[src/rtl/thor2022_bus_fault_pkg.sv]
// Shared definitions for the bus fault unit.
// Contents: fault cause codes, register offsets, controller state encoding,
// and a helper that picks the winning cause among simultaneous fault events.
package thor2022_bus_fault_pkg;

  // Fault cause codes. A lower code wins when several events coincide.
  localparam logic [2:0] FC_NONE = 3'd0;
  localparam logic [2:0] FC_PAGE = 3'd1;
  localparam logic [2:0] FC_PRV  = 3'd2;
  localparam logic [2:0] FC_EXV  = 3'd3;
  localparam logic [2:0] FC_WRV  = 3'd4;
  localparam logic [2:0] FC_RDV  = 3'd5;
  localparam logic [2:0] FC_TMO  = 3'd6;
  localparam logic [2:0] FC_BERR = 3'd7;

  // Register offsets, taken from byte address bits 4:3.
  localparam logic [1:0] REG_STATUS = 2'd0;
  localparam logic [1:0] REG_FADR   = 2'd1;
  localparam logic [1:0] REG_TLIMIT = 2'd2;
  localparam logic [1:0] REG_RSVD   = 2'd3;

  typedef enum logic [1:0] {
    ST_IDLE  = 2'd0,
    ST_BUSY  = 2'd1,
    ST_ABORT = 2'd2
  } state_t;

  // Bit n of ev set means an event with cause code n happened this cycle.
  // Scanning from the top down leaves the lowest active code as the result.
  function automatic logic [2:0] fc_pick(input logic [7:1] ev);
    fc_pick = FC_NONE;
    for (int i = 7; i >= 1; i--) begin
      if (ev[i]) fc_pick = 3'(i);
    end
  endfunction

endpackage

[src/rtl/thor2022_bus_timeout_ctr.sv]
// Bus-cycle timeout counter.
// Counts clk cycles while not cleared, saturating at 16'hFFFF, and flags
// when the count reaches limit-1. A limit of zero never flags.
// Ports:
//   clk, rst  : clock and synchronous active-high reset
//   i_clr     : clear the count to zero this cycle
//   i_limit   : timeout limit in cycles (0 disables)
//   o_hit     : current count equals limit-1
module thor2022_bus_timeout_ctr (
  input  logic        clk,
  input  logic        rst,
  input  logic        i_clr,
  input  logic [15:0] i_limit,
  output logic        o_hit
);

  logic [15:0] r_count;

  // NOTE: state registers use non-blocking assignments so every flop samples
  // the pre-edge values of its inputs regardless of block ordering.
  always_ff @(posedge clk) begin
    if (rst || i_clr) begin
      r_count <= '0;
    end else if (r_count != 16'hFFFF) begin
      r_count <= r_count + 16'd1;
    end
  end

  assign o_hit = (i_limit != 16'd0) && (r_count == i_limit - 16'd1);

endmodule

[src/rtl/thor2022_bus_fault_unit.sv]
// Bus fault unit between the MMU physical-bus master and the system bus.
// Passes translated cycles through, aborts hung cycles with a synthetic ack,
// records the first fault (cause, address, direction) and raises an irq.
// Ports:
//   s_*        : cycle from the MMU, violation flags, page-fault pulse, ack back
//   m_*        : cycle to the system bus, its ack and error
//   err_o      : one-cycle abort indication to the CPU
//   irq_o      : registered FVALID & IE
//   cs_i..dat_o: register port (STATUS, FADR, TLIMIT), ack one cycle later
module thor2022_bus_fault_unit
  import thor2022_bus_fault_pkg::*;
#(
  parameter logic [15:0] TIMEOUT_DEF = 16'd1023,
  parameter int          CAUSE_W     = 3
) (
  input  logic        clk,
  input  logic        rst,
  input  logic        s_cyc_i,
  input  logic        s_we_i,
  input  logic [7:0]  s_sel_i,
  input  logic [2:0]  s_cti_i,
  input  logic [1:0]  s_bte_i,
  input  logic [31:0] s_padr_i,
  input  logic        s_exv_i,
  input  logic        s_rdv_i,
  input  logic        s_wrv_i,
  input  logic        s_prv_i,
  input  logic        s_page_fault_i,
  output logic        s_ack_o,
  output logic        m_cyc_o,
  output logic        m_we_o,
  output logic [7:0]  m_sel_o,
  output logic [2:0]  m_cti_o,
  output logic [1:0]  m_bte_o,
  output logic [31:0] m_padr_o,
  input  logic        m_ack_i,
  input  logic        m_err_i,
  output logic        err_o,
  output logic        irq_o,
  input  logic        cs_i,
  input  logic        cyc_i,
  input  logic        stb_i,
  input  logic        we_i,
  input  logic [1:0]  adr_i,
  input  logic [63:0] dat_i,
  output logic        ack_o,
  output logic [63:0] dat_o
);

  state_t r_state, w_state_nxt;
  logic   w_viol, w_hit, w_tmo, w_abort;

  logic [7:1]         w_ev;
  logic               w_fault;
  logic               r_fvalid, r_ovf, r_fwe, r_ie, r_irq, r_ack;
  logic [CAUSE_W-1:0] r_cause;
  logic [31:0]        r_fadr;
  logic [15:0]        r_limit;
  logic [63:0]        r_dat, w_rdata;
  logic               w_acc, w_wr_status, w_wr_tlimit, w_fv_kept;
  logic               w_unused;

  assign w_viol = s_exv_i | s_rdv_i | s_wrv_i | s_prv_i;

  // Pass-through to the system bus.
  assign m_we_o   = s_we_i;
  assign m_sel_o  = s_sel_i;
  assign m_cti_o  = s_cti_i;
  assign m_bte_o  = s_bte_i;
  assign m_padr_o = s_padr_i;
  assign m_cyc_o  = s_cyc_i & (r_state != ST_ABORT) & ~w_viol;

  // The counter runs only in BUSY and restarts on each ack, so every burst
  // beat gets its own timeout window.
  thor2022_bus_timeout_ctr u_ctr (
    .clk     (clk),
    .rst     (rst),
    .i_clr   ((r_state != ST_BUSY) | m_ack_i),
    .i_limit (r_limit),
    .o_hit   (w_hit)
  );

  // A beat acked in the same cycle the limit is reached has completed.
  assign w_tmo = w_hit & ~m_ack_i;

  always_ff @(posedge clk) begin
    if (rst) r_state <= ST_IDLE;
    else     r_state <= w_state_nxt;
  end

  // NOTE: every signal written here gets a default first, so no path leaves
  // it unassigned and no latch is inferred.
  always_comb begin
    w_state_nxt = r_state;
    w_abort     = 1'b0;
    case (r_state)
      ST_IDLE:  if (s_cyc_i) w_state_nxt = ST_BUSY;
      ST_BUSY: begin
        if (!s_cyc_i) begin
          w_state_nxt = ST_IDLE;
        end else if (w_tmo || m_err_i || w_viol) begin
          w_state_nxt = ST_ABORT;
          w_abort     = 1'b1;
        end
      end
      ST_ABORT: if (!s_cyc_i) w_state_nxt = ST_IDLE;
      default:  w_state_nxt = ST_IDLE;
    endcase
  end

  assign s_ack_o = (m_ack_i & m_cyc_o) | w_abort;
  assign err_o   = w_abort;

  // Fault events; violation flags only count on entry to ABORT.
  always_comb begin
    w_ev          = '0;
    w_ev[FC_PAGE] = s_page_fault_i;
    w_ev[FC_PRV]  = w_abort & s_prv_i;
    w_ev[FC_EXV]  = w_abort & s_exv_i;
    w_ev[FC_WRV]  = w_abort & s_wrv_i;
    w_ev[FC_RDV]  = w_abort & s_rdv_i;
    w_ev[FC_TMO]  = w_abort & w_tmo;
    w_ev[FC_BERR] = w_abort & m_err_i;
  end
  assign w_fault = |w_ev;

  // Register port: one ack per access, even if the strobe is held.
  assign w_acc       = cs_i & cyc_i & stb_i & ~r_ack;
  assign w_wr_status = w_acc & we_i & (adr_i == REG_STATUS);
  assign w_wr_tlimit = w_acc & we_i & (adr_i == REG_TLIMIT);

  // FVALID after any W1C this cycle; a fault arriving now is judged against
  // it, so a fault coinciding with a clear is captured fresh.
  assign w_fv_kept = r_fvalid & ~(w_wr_status & dat_i[0]);

  always_comb begin
    w_rdata = '0;
    case (adr_i)
      REG_STATUS: w_rdata = {55'd0, r_ie, 2'b00, r_fwe, 3'(r_cause), r_ovf, r_fvalid};
      REG_FADR:   w_rdata = {32'd0, r_fadr};
      REG_TLIMIT: w_rdata = {48'd0, r_limit};
      REG_RSVD:   w_rdata = '0;
      default:    w_rdata = '0;
    endcase
  end

  always_ff @(posedge clk) begin
    if (rst) begin
      r_fvalid <= 1'b0;
      r_ovf    <= 1'b0;
      r_cause  <= '0;
      r_fadr   <= '0;
      r_fwe    <= 1'b0;
      r_ie     <= 1'b0;
      r_limit  <= TIMEOUT_DEF;
      r_irq    <= 1'b0;
      r_ack    <= 1'b0;
      r_dat    <= '0;
    end else begin
      if (w_fault && !w_fv_kept) begin
        r_fvalid <= 1'b1;
        r_cause  <= CAUSE_W'(fc_pick(w_ev));
        r_fadr   <= s_padr_i;
        r_fwe    <= s_we_i;
      end else begin
        r_fvalid <= w_fv_kept;
      end
      r_ovf <= (r_ovf & ~(w_wr_status & dat_i[1])) | (w_fault & w_fv_kept);
      if (w_wr_status) r_ie    <= dat_i[8];
      if (w_wr_tlimit) r_limit <= dat_i[15:0];
      r_irq <= r_fvalid & r_ie;
      r_ack <= w_acc;
      r_dat <= w_acc ? w_rdata : '0;
    end
  end

  assign irq_o = r_irq;
  assign ack_o = r_ack;
  assign dat_o = r_dat;

  assign w_unused = ^dat_i[63:16];

endmodule
[config.mk]
export PLATFORM = sky130hd
export DESIGN_NAME = thor2022_bus_fault_unit
export DESIGN_NICKNAME = d
export VERILOG_FILES = /design/src/rtl/thor2022_bus_fault_pkg.sv /design/src/rtl/thor2022_bus_timeout_ctr.sv /design/src/rtl/thor2022_bus_fault_unit.sv
export SDC_FILE = /design/constraint.sdc
export NUM_CORES = 1
export LEC_CHECK = 0
export ABC_AREA = 1
export CAP_MARGIN = 20
export CELL_PAD_IN_SITES_DETAIL_PLACEMENT = 0
export CELL_PAD_IN_SITES_GLOBAL_PLACEMENT = 2
export CORE_AREA = 2 2 163 165
export DETAILED_ROUTE_END_ITERATION = 8
export DIE_AREA = 0 0 165 167
export GPL_ROUTABILITY_DRIVEN = 0
export PLACE_DENSITY = 0.85
export SLEW_MARGIN = 30
export SYNTH_ARGS = -nofsm -noshare
export SYNTH_HDL_FRONTEND = slang
export SYNTH_HIERARCHICAL = 1
export SYNTH_SLANG_ARGS = --single-unit
[constraint.sdc]
create_clock -name clk -period 2.8 [get_ports clk]
set_clock_uncertainty 0.2 [all_clocks]
set_input_delay 0.28 -clock clk [delete_from_list [all_inputs] [get_ports clk]]
set_output_delay 0.28 -clock clk [all_outputs]
set_load 0.01 [all_outputs]
==> run_results.csv <==
group,metric,value,unit
run_status,status,"complete, but fails checks",
run_status,violations,"setup timing",
routing,via_count,4978,
critical_path,crit_path_start_kind,"register",
yosys,synth_edf_count,0,
timing,hold_viol_final,0,
critical_path,critPathKind,"reg -> reg",
routing,wl,16.8,mm
clock_tree,cts_root_buffer,"clkbuf_16",
grt,grtUsageTotal,0.122,
yosys,synthCells,767,
clock_tree,cts.sinks,107,
power,leakagePower,3.32,nW
finish,nFillCells,2843,
grt,grt_pass1_wl,26.2,mm
grt,grt_use_met2,0.200,
yosys,ys_seq_elements,107,
timing,max_freq,0.352,GHz
grt,grt_max_degree,34,
die,rows,59,
timing,fin_hold_ws,0.241,ns
clock_tree,cts_tree,"yes",
clock_tree,holdBufCountCts,0,
timing,final_max_slew_viol_count,0,
finish,final_layout_size_suffix_gt1_frac,0.197,
clock_tree,clock_latency,0.36,ns
timing,period_share,1.02,
yosys,synth_ff_type,"dfxtp_1",
critical_path,cpMostUsedCell,"nor2_1",
critical_path,critPathMaxFanout,8,
grt,grtUsageMet1,0.165,
timing,fin_crit,2.84,ns
critical_path,cp.arrival,2.89,ns
routing,drt_iter0_drc,234,
finish,syn2layout_area_growth,40.0,%
yosys,post_synth_instance_area,0.00563,mm^2
critical_path,slowest_delay,0.34,ns
grt,grt.overflow.total,0,
placement,port_buffers,134,
routing,wl_per_cell,13.4,um
clock_tree,path_clk_slew,0.07,ns
yosys,postSynthAreaPerCell,7.33,um^2
die,initial_core_util,0.218,
min_path,hold_class,"reg -> reg",
power,powerDensity,443,mW/mm^2
die,chipWidth,165,um
clock_tree,ctsHtreeMaxLevel,3,
yosys,yosys_warnings,6,
die,dieHeight,167,um
finish,diodes,0,
clock_tree,clockBufferDepth,2,
critical_path,worstSetupEndpointType,"register",
grt,grt_pass1_vias,4886,
critical_path,worstPathRequired,2.85,ns
critical_path,cp_cell_sequence,"inv_4 > nand3_1 > nor2_2 > nand2_1 > or2_0 > nand3_1 > nor2_1 > nand2_1 > nor2_1 > buf_4 > a21oi_2 > nand2_2 > nand3_4 > nand3_4 > nand2_8 > clkinv_8 > clkbuf_16 > nor2_2 > nor2_1",
clock_tree,numCtsBuffers,9,
grt,met3_usage,0.0244,
yosys,synth_cell_types,47,
flow_run,timing.max_cap.violations,0,
finish,nets,1043,
placement,pre_cts_ws,-0.183,ns
grt,grt_antenna_before_repair,0,
routing,ant_nets,0,
power,ir_worst_vdd,0.000273,V
die,pin_count,241,
critical_path,cp_slowest_cell,"dfxtp_2",
routing,drcViolationCount,0,
yosys,synthArstFlopShare,0,
die,coreArea,0.0258,mm^2
timing,worst_slack,-0.0422,ns
timing,tns,-0.353,ns
routing,viasPerCell,3.97,
timing,setup_viol,24,
routing,first_pass_iters,4,
die,die-area,0.0276,mm^2
grt,grt-busiest-layer,"met2",
placement,dp_hpwl,12.8,mm
finish,finish.utilization,0.306,
timing,rsz0062_at_grt,"true",
yosys,synth-seq-area-share,0.381,
[critical path: cells and delay by family, from the launching register on]
family,cells,cell delay (ns)
and+or+nand+nor,14,1.53
DFF,1,0.34
buffers and inverters,4,0.51
AOI/OAI and AO/OA,1,0.13
[per-stage QoR]
step,power [W],std cells,cell area [um^2]
floorplan,0.00199,798,5740
global placement,0.00214,1227,7230
detailed placement,0.00214,1227,7230
CTS,0.00348,1253,7680
global route,0.00366,1254,7870
finish,0.00349,1254,7870
[registers in the layout (all words and copies together), names as in the netlist]
signal         count
r_fvalid           1
r_state            2
r_ovf              1
r_cause            3
r_ie               1
r_fadr            32
u_ctr/r_count     16
ack_o              1
r_fwe              1
r_limit           16
dat_o             32
irq_o              1
[routing by layer]
layer / vias to the layer above / routed length [um]
li1: 2616 / -
met1: 2231 / 7870
met2: 121 / 7980
met3: 10 / 825
met4: 0 / 142
met5: - / 0
[cell usage after synthesis (2+ instances only)]
cell type	number	share of area
o21ai_0	47	0.042
nor2_1	105	0.070
xnor2_1	6	0.0093
buf_1	2	0.0013
nor2_8	2	0.0071
clkbuf_1	7	0.0047
nor3b_1	3	0.0040
nand3_4	2	0.0062
nand4_1	5	0.0056
buf_4	79	0.11
nand3_1	51	0.045
nor3_1	7	0.0062
xor2_1	17	0.026
nand2_1	154	0.10
buf_2	4	0.0036
o211ai_1	5	0.0067
nand3_2	3	0.0053
buf_12	2	0.0071
ha_1	3	0.0067
nand2_2	4	0.0044
a31oi_1	3	0.0033
nor2_4	2	0.0040
buf_6	6	0.012
inv_2	4	0.0027
dfxtp_1	107	0.38
a21oi_1	30	0.027
nor2_2	23	0.026
clkinv_2	3	0.0027
inv_1	63	0.042
[cell families after synthesis]
| group | synth area share |
|---|---|
| compound gates | 0.0845 |
| xor+xnor | 0.0358 |
| fa+ha+maj | 0.00667 |
| buf+inv | 0.186 |
| flops | 0.381 |
| other cells | 0.000667 |
| simple gates | 0.305 |
[power breakdown]
group          total, W  switching [W]  internal [W]
clock           0.00129       0.000599      0.000694
sequential      0.00163      0.0000436       0.00158
combinational  0.000571       0.000291      0.000281
total           0.00349       0.000933       0.00256
[layout make-up]
cell class | count | area (um^2) | share of cell area
Tap cell | 335 | 419 | 0.0532
Timing Repair Buffer | 204 | 1950 | 0.247
Sequential cell | 107 | 2140 | 0.272
Inverter | 73 | 298 | 0.0378
Multi-Input combinational cell | 519 | 2770 | 0.352
Clock buffer | 10 | 229 | 0.0291
Clock inverter | 6 | 66.3 | 0.00842
[final timing paths]
kind,to,start,cells past startpoint,slack [ns]
setup / recovery,r_fadr[25],r_limit[1],19,-0.04
hold / removal,dat_o[20],r_fadr[20],2,0.24
setup reg to reg,r_fadr[25],r_limit[1],19,-0.04
hold reg to reg,dat_o[20],r_fadr[20],2,0.24
[placed cells by master (no fill, tap or decap), types with 5 or more instances in the layout]
| cell | count |
|---|---|
| a21oi_1 | 27 |
| nor3_1 | 7 |
| clkdlybuf4s50_1 | 132 |
| o21ai_0 | 17 |
| nand2_2 | 7 |
| clkbuf_16 | 10 |
| dfxtp_1 | 105 |
| o211ai_1 | 5 |
| nor2_2 | 29 |
| nor2_1 | 92 |
| inv_1 | 58 |
| o21ai_1 | 21 |
| buf_6 | 5 |
| xor2_1 | 17 |
| o21ai_2 | 9 |
| nand4_1 | 5 |
| nand3_1 | 49 |
| buf_4 | 62 |
| nand2_1 | 149 |
| inv_2 | 7 |
| conb_1 | 32 |
| xnor2_1 | 6 |
| nor2_4 | 9 |
[what timing repair did]
item                       4_1_cts  5_1_grt
cloned                           2        1
pin swaps                       14       32
setup buffers                    8        0
gates resized for setup         46       54
hold endpoints to repair         0        0
setup endpoints to repair       34       40
(Power assumes the default switching activity.)
